[src/rtl/uart_pkg.sv]
// Shared UART receiver definitions: FSM state encoding, parity_mode codes and parameter ranges.
package uart_pkg;
  typedef enum logic [2:0] {
    ST_IDLE,
    ST_START,
    ST_DATA,
    ST_PARITY,
    ST_STOP
  } rx_state_t;

  localparam logic [1:0] PAR_NONE = 2'b00;
  localparam logic [1:0] PAR_EVEN = 2'b01;
  localparam logic [1:0] PAR_ODD  = 2'b10;

  localparam int DATA_BITS_MIN = 5;
  localparam int DATA_BITS_MAX = 9;
  localparam int STOP_BITS_MIN = 1;
  localparam int STOP_BITS_MAX = 2;

  // Code 2'b11 is decoded as "no parity".
  function automatic logic par_active(input logic [1:0] mode);
    return (mode == PAR_EVEN) || (mode == PAR_ODD);
  endfunction
endpackage

[src/rtl/uart_sync2.sv]
// Two-flop synchronizer for the asynchronous serial line; both flops reset to the idle level (1).
module uart_sync2 (
  input  logic clk,
  input  logic rst,
  input  logic d,
  output logic q
);
  import uart_pkg::*;

  logic r_meta, r_sync;

  always_ff @(posedge clk) begin
    if (rst) begin
      r_meta <= 1'b1;
      r_sync <= 1'b1;
    end else begin
      r_meta <= d;
      r_sync <= r_meta;
    end
  end

  assign q = r_sync;
endmodule

[src/rtl/uart_rx_param.sv]
// Oversampling UART receiver with configurable data/stop bits.
// Define UART_RX_PARITY_EN to build in the PARITY state and parity checking.
module uart_rx_param #(
  parameter int DATA_BITS  = 8,
  parameter int OVERSAMPLE = 16,
  parameter int STOP_BITS  = 1
) (
  input  logic                 sys_clk,
  input  logic                 rst,
  input  logic                 rx_sampling_clk,
  input  logic                 rx_data_in,
  input  logic [1:0]           parity_mode,
  output logic [DATA_BITS-1:0] rx_dout,
  output logic                 rx_done_tick,
  output logic                 frame_err,
  output logic                 parity_err,
  output logic                 rx_busy
);
  import uart_pkg::*;

  localparam int TW = $clog2(OVERSAMPLE);
  localparam logic [TW-1:0] HALF_M1 = TW'(OVERSAMPLE/2 - 1);
  localparam logic [TW-1:0] FULL_M1 = TW'(OVERSAMPLE - 1);
  localparam logic [3:0]    DB_M1   = 4'(DATA_BITS - 1);
  localparam logic [3:0]    SB_M1   = 4'(STOP_BITS - 1);

  logic                 w_rx;
  rx_state_t            r_state;
  logic [TW-1:0]        r_tick;
  logic [3:0]           r_bitcnt;
  logic [DATA_BITS-1:0] r_shift;
  logic [DATA_BITS-1:0] r_dout;
  logic                 r_done;
  logic                 r_ferr;
  logic                 r_ferr_out;
  logic                 r_wait_high;

  uart_sync2 u_sync (
    .clk (sys_clk),
    .rst (rst),
    .d   (rx_data_in),
    .q   (w_rx)
  );

`ifdef UART_RX_PARITY_EN
  logic [1:0] r_par_mode;
  logic       r_perr;
  logic       r_perr_out;
`else
  logic       w_unused_parity;
  assign w_unused_parity = ^parity_mode;
`endif

  always_ff @(posedge sys_clk) begin
    if (rst) begin
      r_state     <= ST_IDLE;
      r_tick      <= '0;
      r_bitcnt    <= '0;
      r_shift     <= '0;
      r_dout      <= '0;
      r_done      <= 1'b0;
      r_ferr      <= 1'b0;
      r_ferr_out  <= 1'b0;
      r_wait_high <= 1'b0;
`ifdef UART_RX_PARITY_EN
      r_par_mode  <= PAR_NONE;
      r_perr      <= 1'b0;
      r_perr_out  <= 1'b0;
`endif
    end else begin
      r_done <= 1'b0;
      if (rx_sampling_clk) begin
        unique case (r_state)
          // After a frame ending on a low stop sample (e.g. break), wait for the line to go high.
          ST_IDLE: begin
            if (w_rx) begin
              r_wait_high <= 1'b0;
            end else if (!r_wait_high) begin
              r_state <= ST_START;
              r_tick  <= '0;
              r_ferr  <= 1'b0;
`ifdef UART_RX_PARITY_EN
              r_par_mode <= parity_mode;
              r_perr     <= 1'b0;
`endif
            end
          end
          ST_START: begin
            if (r_tick == HALF_M1) begin
              r_tick   <= '0;
              r_bitcnt <= '0;
              r_state  <= w_rx ? ST_IDLE : ST_DATA;
            end else begin
              r_tick <= r_tick + 1'b1;
            end
          end
          ST_DATA: begin
            if (r_tick == FULL_M1) begin
              r_tick  <= '0;
              r_shift <= {w_rx, r_shift[DATA_BITS-1:1]};
              if (r_bitcnt == DB_M1) begin
                r_bitcnt <= '0;
`ifdef UART_RX_PARITY_EN
                r_state  <= par_active(r_par_mode) ? ST_PARITY : ST_STOP;
`else
                r_state  <= ST_STOP;
`endif
              end else begin
                r_bitcnt <= r_bitcnt + 1'b1;
              end
            end else begin
              r_tick <= r_tick + 1'b1;
            end
          end
`ifdef UART_RX_PARITY_EN
          ST_PARITY: begin
            if (r_tick == FULL_M1) begin
              r_tick  <= '0;
              r_perr  <= (^r_shift) ^ w_rx ^ (r_par_mode == PAR_ODD);
              r_state <= ST_STOP;
            end else begin
              r_tick <= r_tick + 1'b1;
            end
          end
`endif
          ST_STOP: begin
            if (r_tick == FULL_M1) begin
              r_tick <= '0;
              if (!w_rx) r_ferr <= 1'b1;
              if (r_bitcnt == SB_M1) begin
                r_state     <= ST_IDLE;
                r_bitcnt    <= '0;
                r_done      <= 1'b1;
                r_dout      <= r_shift;
                r_ferr_out  <= r_ferr | ~w_rx;
                r_wait_high <= ~w_rx;
`ifdef UART_RX_PARITY_EN
                r_perr_out  <= r_perr;
`endif
              end else begin
                r_bitcnt <= r_bitcnt + 1'b1;
              end
            end else begin
              r_tick <= r_tick + 1'b1;
            end
          end
          default: r_state <= ST_IDLE;
        endcase
      end
    end
  end

  assign rx_dout      = r_dout;
  assign rx_done_tick = r_done;
  assign frame_err    = r_ferr_out;
  assign rx_busy      = (r_state != ST_IDLE);
`ifdef UART_RX_PARITY_EN
  assign parity_err   = r_perr_out;
`else
  assign parity_err   = 1'b0;
`endif
endmodule

[config.mk]
export PLATFORM = sky130hd
export DESIGN_NAME = uart_rx_param
export DESIGN_NICKNAME = d
export VERILOG_FILES = /design/src/rtl/uart_pkg.sv /design/src/rtl/uart_sync2.sv /design/src/rtl/uart_rx_param.sv
export SDC_FILE = /design/constraint.sdc
export NUM_CORES = 1
export LEC_CHECK = 0
export ABC_AREA = 1
export BUFFER_PORTS_ARGS = -buffer_cell sky130_fd_sc_hd__buf_2
export CORE_MARGIN = 4
export CORE_UTILIZATION = 35
export CTS_BUF_LIST = sky130_fd_sc_hd__clkbuf_16
export DETAILED_ROUTE_END_ITERATION = 12
export SETUP_SLACK_MARGIN = 0.3
export SLEW_MARGIN = 25
export SYNTH_ARGS = -nofsm -noshare
export SYNTH_HDL_FRONTEND = slang
export SYNTH_SLANG_ARGS = --single-unit
[constraint.sdc]
create_clock -name sys_clk -period 3.2 [get_ports sys_clk]
set_clock_uncertainty 0.15 [all_clocks]
set_input_delay 0.64 -clock sys_clk [delete_from_list [all_inputs] [get_ports sys_clk]]
set_output_delay 0.64 -clock sys_clk [all_outputs]
set_load 0.05 [all_outputs]
# Word level (Yosys, flattened, before mapping)
# Index checks and enable logic that the tools add are counted.
[classes] eq_ne=15 n_addsub=2 n_reduce_logical=15 n_bitwise=5 muxes=30
[op_table] cell="2-to-1 mux 4 bit" n=9
[op_table] cell="case mux 4 bit (3 select lines)" n=2
[op_table] cell="2-to-1 mux 3 bit" n=7
[op_table] cell="!= test 2 bit (second input constant)" n=8
[op_table] cell="case mux 3 bit (4 select lines)" n=1
[op_table] cell="AND reduction 5 bit" n=2
[op_table] cell="nonzero test 3 bit" n=3
[op_table] cell="adder 4 x 1 -> 4 bit (second input constant)" n=2
[op_table] cell="== test 4 x 3 -> 1 bit (second input constant)" n=2
[op_table] cell="2-to-1 mux 1 bit" n=8
[op_table] cell="AND reduction 4 bit" n=2
[op_table] cell="AND reduction 8 bit" n=1
[op_table] cell="AND reduction 6 bit" n=1
[op_table] cell="== test 4 bit (second input constant)" n=1
[op_table] cell="zero test 4 bit" n=1
[op_table] cell="NOT 1 bit" n=4
[op_table] cell="case mux 1 bit (2 select lines)" n=2
[op_table] cell="OR reduction 4 bit" n=1
[op_table] cell="== test 3 x 1 -> 1 bit (second input constant)" n=1
[op_table] cell="== test 3 x 2 -> 1 bit (second input constant)" n=1
[op_table] cell="== test 3 bit (second input constant)" n=1
[op_table] cell="zero test 3 bit" n=1
[op_table] cell="AND reduction 3 bit" n=1
[op_table] cell="2-to-1 mux 2 bit" n=1
[op_table] cell="4 further kinds" n=4
[word_totals] regBits=33 input_bits=6 word_cells=78 out_inout_bits=12

# Longest topological paths before layout
[logic_depth] word_depth=4 ltp_mapped=10 depth_no_buf=10

# Modules after synthesis
# From an unflattened synthesis, not the netlist that was laid out.
[unflattened] hier_cells=229 area_unflattened_um2=1587.8
[modules_own_cells] module="uart_rx_param" seq_area_each_um2=620.6 area_per_inst_um2=1529.0 n_inst=1 cells_per_inst=222
[modules_own_cells] module="uart_sync2" seq_area_each_um2=40.0 area_per_inst_um2=58.8 n_inst=1 cells_per_inst=7

# Worst setup path after synthesis
# OpenSTA, ideal clock, no wires.
[synth_path] kind="register to register" startpoint="register r_state[2]" endpoint="register r_state[1]" synth_period_minus_slack_ns=1.613 path_stages_with_launch=10 setup_ns=0.115 arrival_ns=1.348 path_slack_ns=1.587 required_time_ns=2.935 path_buffers=0 path_cell_list="dfxtp_1 > inv_2 > nand2_2 > inv_1 > nand2_1 > nand2_1 > nor2_1 > nand3_1 > nand2_1 > nor2_1"
[synth_between] elab_chain_cells=3 elab_cells_between_ends=13 classes_between="eq/ne (10); mux (1); reduce/logical (2)"
[synth_lines] element="start: declaration" line_no="uart_rx_param.sv:28" text="rx_state_t r_state;"
[synth_lines] element="start signal: assignment" line_no="uart_rx_param.sv:92" text="r_state <= w_rx ? ST_IDLE : ST_DATA;"
[synth_lines] element="== test 3 bit, or another cell as far along" line_no="uart_rx_param.sv:73" text="unique case (r_state)"
[synth_lines] element="!= test 2 bit (no line)"
[synth_lines] element="AND reduction 8 bit (no line)"
# Several ways; a longest one is shown, not always the timed one.
# A chain may end at the register's enable or synchronous reset.

# Worst setup path in the final report
[layout_path] startpoint="register r_tick[0]" endpoint="register r_dout[0] (netlist: rx_dout[0])"
[layout_between] elab_chain_cells=2
[layout_lines] element="start: declaration" line_no="uart_rx_param.sv:29" text="logic [TW-1:0] r_tick;"
[layout_lines] element="start signal: assignment" line_no="uart_rx_param.sv:94" text="r_tick <= r_tick + 1'b1;"
[layout_lines] element="start signal: assignment" line_no="uart_rx_param.sv:112" text="r_tick <= r_tick + 1'b1;"
[layout_lines] element="start signal: assignment" line_no="uart_rx_param.sv:144" text="r_tick <= r_tick + 1'b1;"
[layout_lines] element="== test 4 bit" line_no="uart_rx_param.sv:127" text="if (r_tick == FULL_M1) begin"
[layout_lines] element="AND reduction 4 bit (no line)"
[layout_lines] element="end signal: assignment" line_no="uart_rx_param.sv:134" text="r_dout <= r_shift;"
[layout_lines] element="end: declaration" line_no="uart_rx_param.sv:32" text="logic [DATA_BITS-1:0] r_dout;"
# Every way passes these cells.

==> impl_metrics.json <==
{
  "die_x_um": 75.1,
  "clock_sinks": 33,
  "synth_warnings": 0,
  "synth-seq-cells": 33,
  "ant_nets": 0,
  "avgSynthCellArea_um2": 7.20,
  "max_stage_delay_ns": 0.50,
  "vias_per_cell": 4.69,
  "worst_pin_slew_ns": 0.778,
  "leakagePower_nw": 0.834,
  "status": "completed",
  "maxSlewViolCount": 0,
  "hold_buffers": 0,
  "power.density_nw_per_um2": 904,
  "path_cells": "ha_1, nand2_1, nor2_1, nand2_1, nor3_4, inv_1, nor2_1, nor2_1",
  "insertedDiodeCount": 0,
  "path_clk_slew_ns": 0.06,
  "switching_power_uw": 663,
  "cp_common_cell": "nor2_1",
  "fmax_mhz": 489,
  "min_from": "u_sync.r_meta",
  "dieArea_um2": 5650,
  "swShare_pct": 39.6,
  "worstSetupStartpointType": "flip-flop",
  "cts_setup_buffers": 0,
  "cts-root-buf": "clkbuf_16",
  "syn-instance-count": 219,
  "r2r-end": "rx_dout[0]",
  "slowest_stage": "nor3_4",
  "antenna_found_initial": 0,
  "cellInternalPower_mw": 1.01,
  "maxSlewHeadroom_pct": 48.1,
  "path_class": "reg -> reg",
  "num-fill-cells": 461,
  "hold_viol_final": 0,
  "drt_iter0_markers": 63,
  "cts_buffers": 5,
  "final_cell_mix": "44 x nand2_1, 33 x dfxtp_1, 26 x nor2_1, 26 x a21oi_1, 24 x inv_1",
  "area_growth_pct": 17.3,
  "std_cell_rows": 24,
  "drc": 0,
  "htree_levels": 2,
  "rrSetupSlack_ns": 1.16,
  "combPwrFrac_pct": 36.5,
  "hold_ws_ns": 0.260,
  "syn_nets": 228,
  "rsz0062_at_grt": "false",
  "core_um2": 4350,
  "vias": 1350,
  "cp-end-kind": "flip-flop",
  "cts_resized": 0,
  "ir_worst_vdd_mv": 0.337,
  "gr-usage-all-layers_pct": 12.8,
  "cp_data_arrival_time_ns": 2.06,
  "die-height_um": 75.1,
  "crit_start": "r_tick[0]",
  "seqPwrFrac_pct": 31.0,
  "maxCapViolCount": 0,
  "layout_commonest_cell": "nand2_1",
  "dp_hpwl_um": 2150,
  "timing.rr.start": "r_tick[0]",
  "fin_crit_sh_pct": 63.9,
  "wl_per_cell_um": 10.7,
  "cts_tree": "yes",
  "overflow": 0,
  "final-setup-viol-count": 0,
  "whs_endpoint": "u_sync.q",
  "grt_start_max_net_pins": 28,
  "gp_congestion": 0.826,
  "grt_pass1_wl_um": 5550,
  "start_util_pct": 36.2,
  "cts.path.max_buffers": 2,
  "cp.required_ns": 3.22,
  "first_pass_iters": 4,
  "drt_wl_total_um": 3080,
  "period_minus_slack_ns": 2.04,
  "r2r_cells": 8,
  "hold_class": "reg -> reg",
  "clock_power_share_pct": 32.5,
  "port_buffers": 14,
  "yosysUniqueCellTypes": 25,
  "tns_ns": 0,
  "drive_gt1_share_pct": 18.2,
  "ys_seq_area_share_pct": 41.9,
  "first_global_vias": 1209,
  "min_path_cells": 1,
  "num_io_pins": 18,
  "clock_latency_ns": 0.27,
  "syn_area_um2": 1580,
  "fin_nets": 244,
  "crit_fanout": 17
}
worst max-delay path by stage:
| stage | to |
|---|---|
| floorplan | r_state[1] |
| global placement | rx_dout[0] |
| detailed placement | rx_dout[0] |
| CTS | rx_dout[0] |
| global route | rx_dout[0] |
| finish | rx_dout[0] |
registers in the layout, summed over array words and instances (netlist names):
signal / flops
frame_err: 1
r_shift: 8
r_wait_high: 1
rx_dout: 8
r_bitcnt: 4
r_tick: 4
u_sync.q: 1
rx_done_tick: 1
r_state: 3
r_ferr: 1
u_sync.r_meta: 1
routing by layer:
metal  share of wire [%]  track usage [%]
met1                  51             17.6
met2                  43             18.9
met3                 5.0             4.14
met4                 1.0             4.66
met5                   0                0
final cells by class:
type / instances / area (um^2) / share of cell area [%]
clock inverter: 3 / 46.3 / 2.50
sequential: 33 / 661 / 35.7
inverter: 26 / 97.6 / 5.27
clock buffer: 5 / 125 / 6.76
tap: 52 / 65.1 / 3.52
timing repair buffer: 14 / 70.1 / 3.79
multi-input combinational: 155 / 786 / 42.5
per-stage QoR:
stage | power [mW] | util, % | instance area [um^2] | std cells | setup WS, ns
after floorplan | 1.02 | - | 1580 | 219 | 1.59
after global placement | 1.13 | 38.6 | 1680 | 280 | 1.20
after detailed placement | 1.14 | 38.6 | 1680 | 280 | 1.18
after CTS | 1.69 | 42.5 | 1850 | 288 | 1.16
after global routing | 1.81 | 42.5 | 1850 | 288 | 0.951
final | 1.67 | 42.5 | 1850 | 288 | 1.16
critical path, delay by kind of cell (launching register included):
kind	cells	cell delay (ns)
AND/OR/NAND/NOR	6	1.11
flip-flops	1	0.35
adder cells (fa/ha/maj)	1	0.17
buffers and inverters	1	0.16
kinds of logic after synthesis:
logic type      count (synthesis)  synth area share, %
other cells                     1                0.238
fa+ha+maj                       3                 2.38
compound gates                 48                 15.7
flops                          33                 41.9
xor+xnor                        2                 1.11
simple gates                  101                 30.4
buf+inv                        31                 8.33
Yosys cell counts (all sizes together):
master	instances	area, um^2
nor2	31	144
nor3	1	16.3
dfxtp	33	661
buf	5	33.8
xor2	2	17.5
inv	26	97.6
o21ai	21	109
nand3	14	75.1
nand2	52	225
or2	2	12.5
conb	1	3.75
a21oi	27	139
ha	3	37.5
nand4	1	6.26
power by group through the flow:
stage | combinational (mW) | sequential, mW | clock, mW
final | 0.611 | 0.518 | 0.544
after global routing | 0.712 | 0.524 | 0.578
after CTS | 0.611 | 0.517 | 0.557
after detailed placement | 0.610 | 0.526 | 0
after global placement | 0.605 | 0.527 | 0
after floorplan | 0.505 | 0.515 | 0
(Power assumes the default switching activity.)
